### config.mk
export PLATFORM = sky130hd
export DESIGN_NAME = mips_instr_encoder
export DESIGN_NICKNAME = d
export VERILOG_FILES = /design/src/rtl/mips_pkg.sv /design/src/rtl/mips_word_pack.sv /design/src/rtl/mips_instr_encoder.sv
export SDC_FILE = /design/constraint.sdc
export NUM_CORES = 1
export LEC_CHECK = 0
export ABC_CLOCK_PERIOD_IN_PS = 3600
export BUFFER_PORTS_ARGS = -buffer_cell sky130_fd_sc_hd__buf_2
export CORE_UTILIZATION = 39
export DETAILED_ROUTE_END_ITERATION = 8
export PLACE_DENSITY = 0.7
export REMOVE_ABC_BUFFERS = 1
export SETUP_SLACK_MARGIN = 0.5
export SLEW_MARGIN = 40
export SYNTH_ARGS = -nofsm -noshare
export SYNTH_HDL_FRONTEND = slang
export SYNTH_HIERARCHICAL = 1
export SYNTH_SLANG_ARGS = --single-unit
### constraint.sdc
create_clock -name clk_i -period 3.6 [get_ports clk_i]
set_input_delay 0.36 -clock clk_i [delete_from_list [all_inputs] [get_ports clk_i]]
set_output_delay 0.36 -clock clk_i [all_outputs]
set_load 0.05 [all_outputs]
### src/rtl/mips_pkg.sv
// Shared MIPS encoding definitions: opcode constants, instruction format enum,
// opcode-to-format mapping and the opcode legality check.
// Purely declarative; no state.
package mips_pkg;

    localparam logic [5:0] OP_RTYPE    = 6'b000000;
    localparam logic [5:0] OP_REGIMM   = 6'b000001;
    localparam logic [5:0] OP_J        = 6'b000010;
    localparam logic [5:0] OP_JAL      = 6'b000011;
    localparam logic [5:0] OP_BEQ      = 6'b000100;
    localparam logic [5:0] OP_BNE      = 6'b000101;
    localparam logic [5:0] OP_BLEZ     = 6'b000110;
    localparam logic [5:0] OP_BGTZ     = 6'b000111;
    localparam logic [5:0] OP_ADDI     = 6'b001000;
    localparam logic [5:0] OP_ADDIU    = 6'b001001;
    localparam logic [5:0] OP_SLTI     = 6'b001010;
    localparam logic [5:0] OP_SLTIU    = 6'b001011;
    localparam logic [5:0] OP_ANDI     = 6'b001100;
    localparam logic [5:0] OP_ORI      = 6'b001101;
    localparam logic [5:0] OP_XORI     = 6'b001110;
    localparam logic [5:0] OP_LUI      = 6'b001111;
    localparam logic [5:0] OP_SPECIAL2 = 6'b011100;
    localparam logic [5:0] OP_LB       = 6'b100000;
    localparam logic [5:0] OP_LH       = 6'b100001;
    localparam logic [5:0] OP_LW       = 6'b100011;
    localparam logic [5:0] OP_LBU      = 6'b100100;
    localparam logic [5:0] OP_LHU      = 6'b100101;
    localparam logic [5:0] OP_SB       = 6'b101000;
    localparam logic [5:0] OP_SH       = 6'b101001;
    localparam logic [5:0] OP_SW       = 6'b101011;

    typedef enum logic [1:0] {
        FMT_R = 2'd0,
        FMT_I = 2'd1,
        FMT_J = 2'd2
    } fmt_e;

    // Anything not explicitly R or J falls back to the I-type layout.
    function automatic fmt_e op_fmt(input logic [5:0] op);
        fmt_e f;
        case (op)
            OP_RTYPE, OP_SPECIAL2: f = FMT_R;
            OP_J, OP_JAL:          f = FMT_J;
            default:               f = FMT_I;
        endcase
        return f;
    endfunction

    // Opcodes 000000..001111 are all legal, plus a sparse set of loads/stores.
    function automatic logic op_is_legal(input logic [5:0] op);
        logic ok;
        case (op)
            OP_SPECIAL2, OP_LB, OP_LH, OP_LW, OP_LBU,
            OP_LHU, OP_SB, OP_SH, OP_SW: ok = 1'b1;
            default:                     ok = (op[5:4] == 2'b00);
        endcase
        return ok;
    endfunction

endpackage

### src/rtl/mips_word_pack.sv
// Packs decoded instruction fields into a 32-bit MIPS word according to opcode format.
// Latency: combinational, zero cycles.
// Backpressure: none; pure function of its inputs.
module mips_word_pack
    import mips_pkg::*;
(
    input  logic [5:0]  op_i,
    input  logic [5:0]  funct_i,
    input  logic [4:0]  rs_i,
    input  logic [4:0]  rt_i,
    input  logic [4:0]  rd_i,
    input  logic [4:0]  shamt_i,
    input  logic [15:0] imm_i,
    input  logic [25:0] target_i,
    output logic [31:0] word_o
);

    // Select the bit layout from the opcode's format class.
    always_comb begin
        word_o = {op_i, rs_i, rt_i, imm_i};
        case (op_fmt(op_i))
            FMT_R:   word_o = {op_i, rs_i, rt_i, rd_i, shamt_i, funct_i};
            FMT_J:   word_o = {op_i, target_i};
            default: word_o = {op_i, rs_i, rt_i, imm_i};
        endcase
    end

endmodule

### src/rtl/mips_instr_encoder.sv
// Streams field beats into encoded MIPS words written sequentially to instruction memory.
// Latency: one cycle from accepted beat to write strobe; one word per cycle throughput.
// Backpressure: in_ready_o low outside RUN and in an abort cycle. MIPS_ENC_OPCHECK_EN drops illegal opcodes.
module mips_instr_encoder
    import mips_pkg::*;
#(
    parameter int ADDR_W = 10
) (
    input  logic              clk_i,
    input  logic              rst_ni,
    input  logic              start_i,
    input  logic [ADDR_W-1:0] base_addr_i,
    input  logic              abort_i,
    input  logic              in_valid_i,
    output logic              in_ready_o,
    input  logic              in_last_i,
    input  logic [5:0]        op_i,
    input  logic [5:0]        funct_i,
    input  logic [4:0]        rs_i,
    input  logic [4:0]        rt_i,
    input  logic [4:0]        rd_i,
    input  logic [4:0]        shamt_i,
    input  logic [15:0]       imm_i,
    input  logic [25:0]       target_i,
    output logic              imem_we_o,
    output logic [ADDR_W-1:0] imem_addr_o,
    output logic [31:0]       imem_data_o,
    output logic              busy_o,
    output logic              done_o,
    output logic [ADDR_W-2:0] word_count_o,
    output logic              illegal_op_o,
    output logic              wrapped_o
);

    typedef enum logic {ST_IDLE = 1'b0, ST_RUN = 1'b1} state_e;

    localparam logic [ADDR_W-1:0] ADDR_LAST = {{(ADDR_W-2){1'b1}}, 2'b00};
    localparam logic [ADDR_W-1:0] ADDR_STEP = ADDR_W'(4);
    localparam logic [ADDR_W-2:0] WC_ONE    = (ADDR_W-1)'(1);

    state_e              state_q, state_d;
    logic [ADDR_W-1:0]   addr_q;
    logic [ADDR_W-2:0]   wc_q;
    logic                wrapped_q;
    logic                we_q;
    logic [ADDR_W-1:0]   oaddr_q;
    logic [31:0]         odata_q;
    logic                done_q;
    logic [31:0]         word;
    logic                op_legal;
    logic                accept;
    logic                wr_fire;
    logic                load_start;

    mips_word_pack u_pack (
        .op_i     (op_i),
        .funct_i  (funct_i),
        .rs_i     (rs_i),
        .rt_i     (rt_i),
        .rd_i     (rd_i),
        .shamt_i  (shamt_i),
        .imm_i    (imm_i),
        .target_i (target_i),
        .word_o   (word)
    );

`ifdef MIPS_ENC_OPCHECK_EN
    assign op_legal = op_is_legal(op_i);
`else
    assign op_legal = 1'b1;
`endif

    assign accept     = in_valid_i && in_ready_o;
    assign wr_fire    = accept && op_legal;
    assign load_start = (state_q == ST_IDLE) && start_i;

    // FSM state register.
    always_ff @(posedge clk_i or negedge rst_ni) begin
        if (!rst_ni) state_q <= ST_IDLE;
        else         state_q <= state_d;
    end

    // Next state: Start opens a load; Abort or the last accepted beat closes it.
    always_comb begin
        state_d = state_q;
        case (state_q)
            ST_IDLE: if (start_i) state_d = ST_RUN;
            ST_RUN:  if (abort_i || (accept && in_last_i)) state_d = ST_IDLE;
            default: state_d = ST_IDLE;
        endcase
    end

    // FSM outputs: Abort masks ready so a same-cycle beat is never taken.
    always_comb begin
        busy_o     = (state_q == ST_RUN);
        in_ready_o = (state_q == ST_RUN) && !abort_i;
    end

    // Write address, word count and wrap flag; Start is only honoured from IDLE.
    always_ff @(posedge clk_i or negedge rst_ni) begin
        if (!rst_ni) begin
            addr_q    <= '0;
            wc_q      <= '0;
            wrapped_q <= 1'b0;
        end else if (load_start) begin
            addr_q    <= base_addr_i & ~ADDR_W'(3);
            wc_q      <= '0;
            wrapped_q <= 1'b0;
        end else if (wr_fire) begin
            addr_q <= addr_q + ADDR_STEP;
            if (addr_q == ADDR_LAST) wrapped_q <= 1'b1;
            if (wc_q != '1)          wc_q      <= wc_q + WC_ONE;
        end
    end

    // Output stage: one registered write per accepted legal beat, plus the Done pulse.
    always_ff @(posedge clk_i or negedge rst_ni) begin
        if (!rst_ni) begin
            we_q    <= 1'b0;
            oaddr_q <= '0;
            odata_q <= '0;
            done_q  <= 1'b0;
        end else begin
            we_q   <= wr_fire;
            done_q <= accept && in_last_i;
            if (wr_fire) begin
                oaddr_q <= addr_q;
                odata_q <= word;
            end
        end
    end

`ifdef MIPS_ENC_OPCHECK_EN
    logic illegal_q;

    // Sticky record of any dropped illegal beat since the last Start.
    always_ff @(posedge clk_i or negedge rst_ni) begin
        if (!rst_ni)                   illegal_q <= 1'b0;
        else if (load_start)           illegal_q <= 1'b0;
        else if (accept && !op_legal)  illegal_q <= 1'b1;
    end

    assign illegal_op_o = illegal_q;
`else
    assign illegal_op_o = 1'b0;
`endif

    assign imem_we_o    = we_q;
    assign imem_addr_o  = oaddr_q;
    assign imem_data_o  = odata_q;
    assign done_o       = done_q;
    assign word_count_o = wc_q;
    assign wrapped_o    = wrapped_q;

endmodule

==> results of run 1 <==
-- worst register-to-register path: cells and delay by family (launching register included) --
| family | cells | cell delay, ps |
|---|---|---|
| AND/OR/NAND/NOR | 4 | 1420 |
| AO/OA/AOI/OAI | 1 | 150 |
| adder cells (fa/ha/maj) | 2 | 420 |
| flip-flops | 1 | 420 |
-- routing by layer --
metal | global-route usage, % | wire length, um
met1 | 23.8 | 3530
met2 | 32.9 | 3940
met3 | 3.88 | 403
met4 | 13.3 | 333
met5 | 0 | 0
-- per-stage QoR --
step	cells	setup WS (ps)	total power, mW	area [sq um]	hold slack (ps)
floorplan	347	382	1.61	3140	64.4
global placement	598	1110	1.87	4020	452
detailed placement	598	1080	1.89	4020	355
CTS	615	1140	2.58	4260	217
global route	615	899	2.69	4260	224
finish	615	1130	2.54	4260	234
-- cells in the final DEF (no fill, tap or decap), types with 3 or more instances in the layout --
| cell type | n |
|---|---|
| or3_1 | 3 |
| ha_1 | 3 |
| a21oi_1 | 4 |
| or4_1 | 3 |
| mux2_1 | 10 |
| conb_1 | 3 |
| dfrtp_1 | 61 |
| nor3_1 | 6 |
| clkbuf_8 | 11 |
| nand2_1 | 131 |
| inv_1 | 19 |
| o21ai_1 | 16 |
| o221ai_1 | 6 |
| o211ai_1 | 17 |
| o221ai_2 | 10 |
| o21ai_0 | 8 |
| buf_2 | 140 |
| nand3_1 | 8 |
| buf_4 | 6 |
-- sequential cells by signal (all words and copies together), names as in the netlist --
signal and cells:
wrapped_o 1, done_o 1, addr_q 8, imem_data_o 32, imem_addr_o 8, imem_we_o 1
word_count_o 9, busy_o 1
-- power breakdown --
group	internal, mW	switching [mW]
logic	0.229	0.712
registers	0.836	0.0893
clock network	0.426	0.251
-- final timing paths --
check                           startpoint  cells after the start              end  slack (ps)
max                        word_count_o[0]                      7  word_count_o[5]        1130
min                         base_addr_i[4]                      3        addr_q[4]         230
max reg2reg                word_count_o[0]                      7  word_count_o[5]        1130
min reg2reg                 imem_data_o[1]                      2   imem_data_o[1]         470
max in group asynchronous           rst_ni                      3   imem_data_o[7]        2350
min in group asynchronous           rst_ni                      2   imem_data_o[9]         540
-- layout make-up --
class                      instances  area (sq um)  share of cell area (%)
multi-input combinational        266          1550                    36.3
sequential                        61          1530                    35.8
timing repair buffer             147           756                    17.7
clock buffer                      12           155                    3.64
tap                              105           131                    3.08
inverter                          20          75.1                    1.76
clock inverter                     4          70.1                    1.65
-- cell families after synthesis --
logic type                 after synthesis  synth area share, %
buffers and inverters                   53                 7.83
adders and majority gates                3                 1.13
other                                    1                0.113
and+or+nand+nor                        171                 22.6
muxes                                   14                 4.67
AOI/OAI and AO/OA                       73                 17.2
xor gates and xnor gates                 2                0.527
DFF                                     61                 46.0
-- timing repair --
action                                 4_1_cts  5_1_grt
endpoints found under the hold margin       13        0
hold buffers                                 1        0
gates resized for setup                      0        0
==> results.yml, run 1 <==
setup_path:
  crit_chain: "ha_1, nand3_1, nor2_1, ha_1, nand4bb_1, or4_1, a21oi_1"
  endpoint_kind: "flip-flop"
  critPathKind: "reg -> reg"
  cp.buffers_inverters: 0
  arrival_ps: 2730
  cp-start-kind: "flip-flop"
  crit_path_max_fanout: 15
  crit_top_cell: "ha_1"
  cp_slowest_cell: "or4_1"
  worst-endpoint-required_ps: 3860
  crit_family: "simple AND/OR/NAND/NOR gates"
  cp_slowest_stage_delay_ps: 650
die:
  start_util_pct: 40.4
  die_area_sq_um: 8890
  fp-row-count: 33
  ios: 147
  die_h_um: 94.3
  core_sq_um: 8220
  die_w_um: 94.3
power_and_ir_drop:
  powerDensity_nw_per_um2: 597
  peakVddDrop_v: 0.000359
  p_leak_nw: 2.24
sta:
  tns_ps: 0
  maxSlewViolCount: 0
  max_slew_margin_pct: 49.4
  period_minus_slack_ps: 2470
  worst_slew_pin_slew_ps: 759
  rsz0062_at_grt: "false"
  setup_viol: 0
  post-route-period-util_pct: 68.6
  skew_ps: 8.42
  clock.fmax_mhz: 405
  hold_viol: 0
drt:
  drt_wl_total_um: 8210
  ant_nets: 0
  wl_per_cell_um: 13.4
  drt-initial-drc-count: 75
  drc: 0
  dr.pass1.iters: 4
  vias: 3125
  vias_per_cell: 5.08
synthesis:
  synth_cell_types: 50
  syn_inst: 378
  seq_area_frac_synth_pct: 46.0
  synth.area.top_cells: "dfrtp_1 46%, nand2_1 15%, o221ai_2 4.5%, o211ai_1 3.8%, mux2_1 3.4%"
  async_flop_share_pct: 100
  syn-cell-area_sq_um: 3320
  syn_avg_cell_area_sq_um: 8.79
  ys.flop_type: "dfrtp_1"
  synth_enable_flop_cells: 0
  synth_common_cells: "131 x nand2_1, 61 x dfrtp_1, 19 x inv_1, 17 x o211ai_1, 16 x o21ai_1"
  yosys_warnings: 6
  yosys.area.top_type: "dfrtp_1"
  yosysMostFrequentCell: "nand2_1"
  ys_ff_latch: 61
  synth_top_area_share_pct: 46.0
flow_run:
  maxCapViolations: 0
clock_tree:
  clk_pin_slew_ps: 70
  clk_latency_ps: 330
  cts_tree: "done"
  post-cts-setup-buffers: 0
  cts_made_buffers: 9
  htreeDepth: 3
  cts.path.max_buffers: 2
  cts.sinks: 61
  cts_root_buffer: "clkbuf_8"
grt:
  grt_pass1_vias: 3063
  grt_max_degree: 48
  grt_usage_pct: 20.1
  antenna_found_initial: 0
  gr-total-overflow: 0
  grt_pass1_wl_um: 13700
layout:
  postLayoutCoreUtil_pct: 51.8
  final_nets: 598
  antenna_cells: 0
  syn_to_final_growth_pct: 28.2
  n_fill_cell: 807
  layout-drive-gt1-share_pct: 34.9
min_path:
  hp-class: "in -> reg"
outcome:
  status: "completed"
placed_design:
  portBuffers: 141
  place_hpwl_um: 5900
  place.gp.congestion: 0.831
No activity file was read; power rests on OpenSTA's default activity.
==> inputs of run 2 (changes only) <==
- ABC_CLOCK_PERIOD_IN_PS: 3600 -> 2400
- clock period: 3.6 -> 2.4 ns (I/O delays scaled with it)
==> results.yml, run 2 (same netlist as run 1, synthesis figures left out) <==
sta:
  period_minus_slack_ps: 1830
  hold_viol: 0
  layout_setup_ws_ps: 573
  clock.fmax_mhz: 547
  setup_viol: 0
  max_slew_margin_pct: 51.5
  tns_ps: 0
  rsz0062_at_grt: "true"
  maxSlewViolCount: 0
  whs_ps: 109
  worst_slew_pin_slew_ps: 727
  skew_ps: 7.50
  post-route-period-util_pct: 76.1
clock_tree:
  cts.sinks: 61
  clk_latency_ps: 330
  clk_pin_slew_ps: 70
  cts_root_buffer: "clkbuf_8"
  cts_made_buffers: 9
  cts_tree: "done"
  htreeDepth: 3
  cts.path.max_buffers: 2
setup_path:
  cp_slowest_cell: "dfrtp_1"
  cp-start-kind: "flip-flop"
  cp.buffers_inverters: 1
  cp_slowest_stage_delay_ps: 380
  crit_chain: "ha_2, nand3_2, nor2_1, ha_1, nand4bb_4, buf_4, or3_1, a21oi_1"
  endpoint_kind: "flip-flop"
  crit_family: "simple AND/OR/NAND/NOR gates"
  worst-endpoint-required_ps: 2650
  critPathKind: "reg -> reg"
  arrival_ps: 2080
  crit_path_max_fanout: 6
die:
  fp-row-count: 33
  ios: 147
  die_area_sq_um: 8890
  die_w_um: 94.3
  die_h_um: 94.3
  core_sq_um: 8220
  start_util_pct: 40.4
grt:
  groute.layer.met2.usage_pct: 33.9
  antenna_found_initial: 0
  gr-max-usage-layer: "met2"
  met1_usage_pct: 24.1
  grt_pass1_wl_um: 13900
  gr-total-overflow: 0
  grt_max_degree: 48
  grt_usage_pct: 20.3
  met3_usage_pct: 3.80
  grt_pass1_vias: 3098
layout:
  final_nets: 610
  n_fill_cell: 798
  final_common_cell: "buf_2"
  mostFrequentLayoutCells: "141 x buf_2, 131 x nand2_1, 61 x dfrtp_1"
  largest_reg_flops: 32
  syn_to_final_growth_pct: 30.7
  stdcell_area_sq_um: 4340
  seqCellArea_sq_um: 1530
  layout-drive-gt1-share_pct: 37.4
  multiInputGateArea_sq_um: 1590
  antenna_cells: 0
drt:
  dr.pass1.iters: 4
  vias: 3223
  drt_wl_total_um: 8640
  drc: 0
  vias_per_cell: 5.14
  ant_nets: 0
  wl_per_cell_um: 13.8
  drt-initial-drc-count: 73
power_and_ir_drop:
  p_leak_nw: 2.27
  peakVddDrop_v: 0.000612
  p_total_mw: 3.64
  powerDensity_nw_per_um2: 838
outcome:
  status: "completed"
placed_design:
  place.gp.congestion: 0.861
  postPlaceCellArea_sq_um: 4080
  dp_slack_ps: 315
  portBuffers: 141
  place_hpwl_um: 6320
min_path:
  hp-class: "in -> reg"
flow_run:
  maxCapViolations: 0
-- run 2: changes by cell type in the layout (fill, tap and decap cells not counted), sizes merged --
cell    before  now
clkbuf      12   15
bufinv       2    0
buf        146  158
clkinv       2    1
-- run 2: final cells by class --
cell class | instances | share of cell area (%)
Clock inverter | 1 | 0.115
Inverter | 20 | 1.73
Multi-Input combinational cell | 266 | 36.6
Tap cell | 105 | 3.03
Sequential cell | 61 | 35.2
Timing Repair Buffer | 159 | 19.5
Clock buffer | 15 | 3.83
-- run 2: worst min-delay path, delay by kind of cell --
kind            cells  cell delay [ps]
compound gates      1               50
buf+inv             1               70
simple gates        1               30
-- run 2: layer usage --
metal | wire (um) | up-vias | part of all wire [%]
met3 | 429 | 24 | 5.0
met1 | 3590 | 1538 | 42
met5 | 0 | - | 0
met2 | 4350 | 92 | 50
met4 | 275 | 0 | 3.2
li1 | - | 1569 | -
-- run 2: power breakdown --
group	switching [mW]	internal, mW	total (mW)
logic	1.08	0.364	1.45
registers	0.133	1.25	1.39
clock network	0.369	0.432	0.801
total	1.59	2.05	3.64
-- run 2: repair_timing --
item                                    4_1_cts  5_1_grt
pin swaps                                     0        2
hold buffers                                  1        0
endpoints found under the setup margin        6        4
endpoints found under the hold margin        22        0
buffers inserted                              3        1
resized for setup                             5        4
-- run 2: final timing paths --
kind,start,end,slack [ps],cells past startpoint
max,word_count_o[0],word_count_o[4],570,8
min,base_addr_i[4],addr_q[4],110,3
max reg2reg,word_count_o[0],word_count_o[4],570,8
min reg2reg,imem_addr_o[7],imem_addr_o[7],470,2
max in group asynchronous,rst_ni,addr_q[8],1260,3
min in group asynchronous,rst_ni,imem_data_o[7],430,2
-- run 2: per-stage QoR --
stage | instances | util [%]
2_1_floorplan | 347 | -
3_3_place_gp | 606 | 49.6
3_5_place_dp | 606 | 49.6
4_1_cts | 626 | 52.5
6_report | 627 | 52.8
5_1_grt | 627 | 52.8
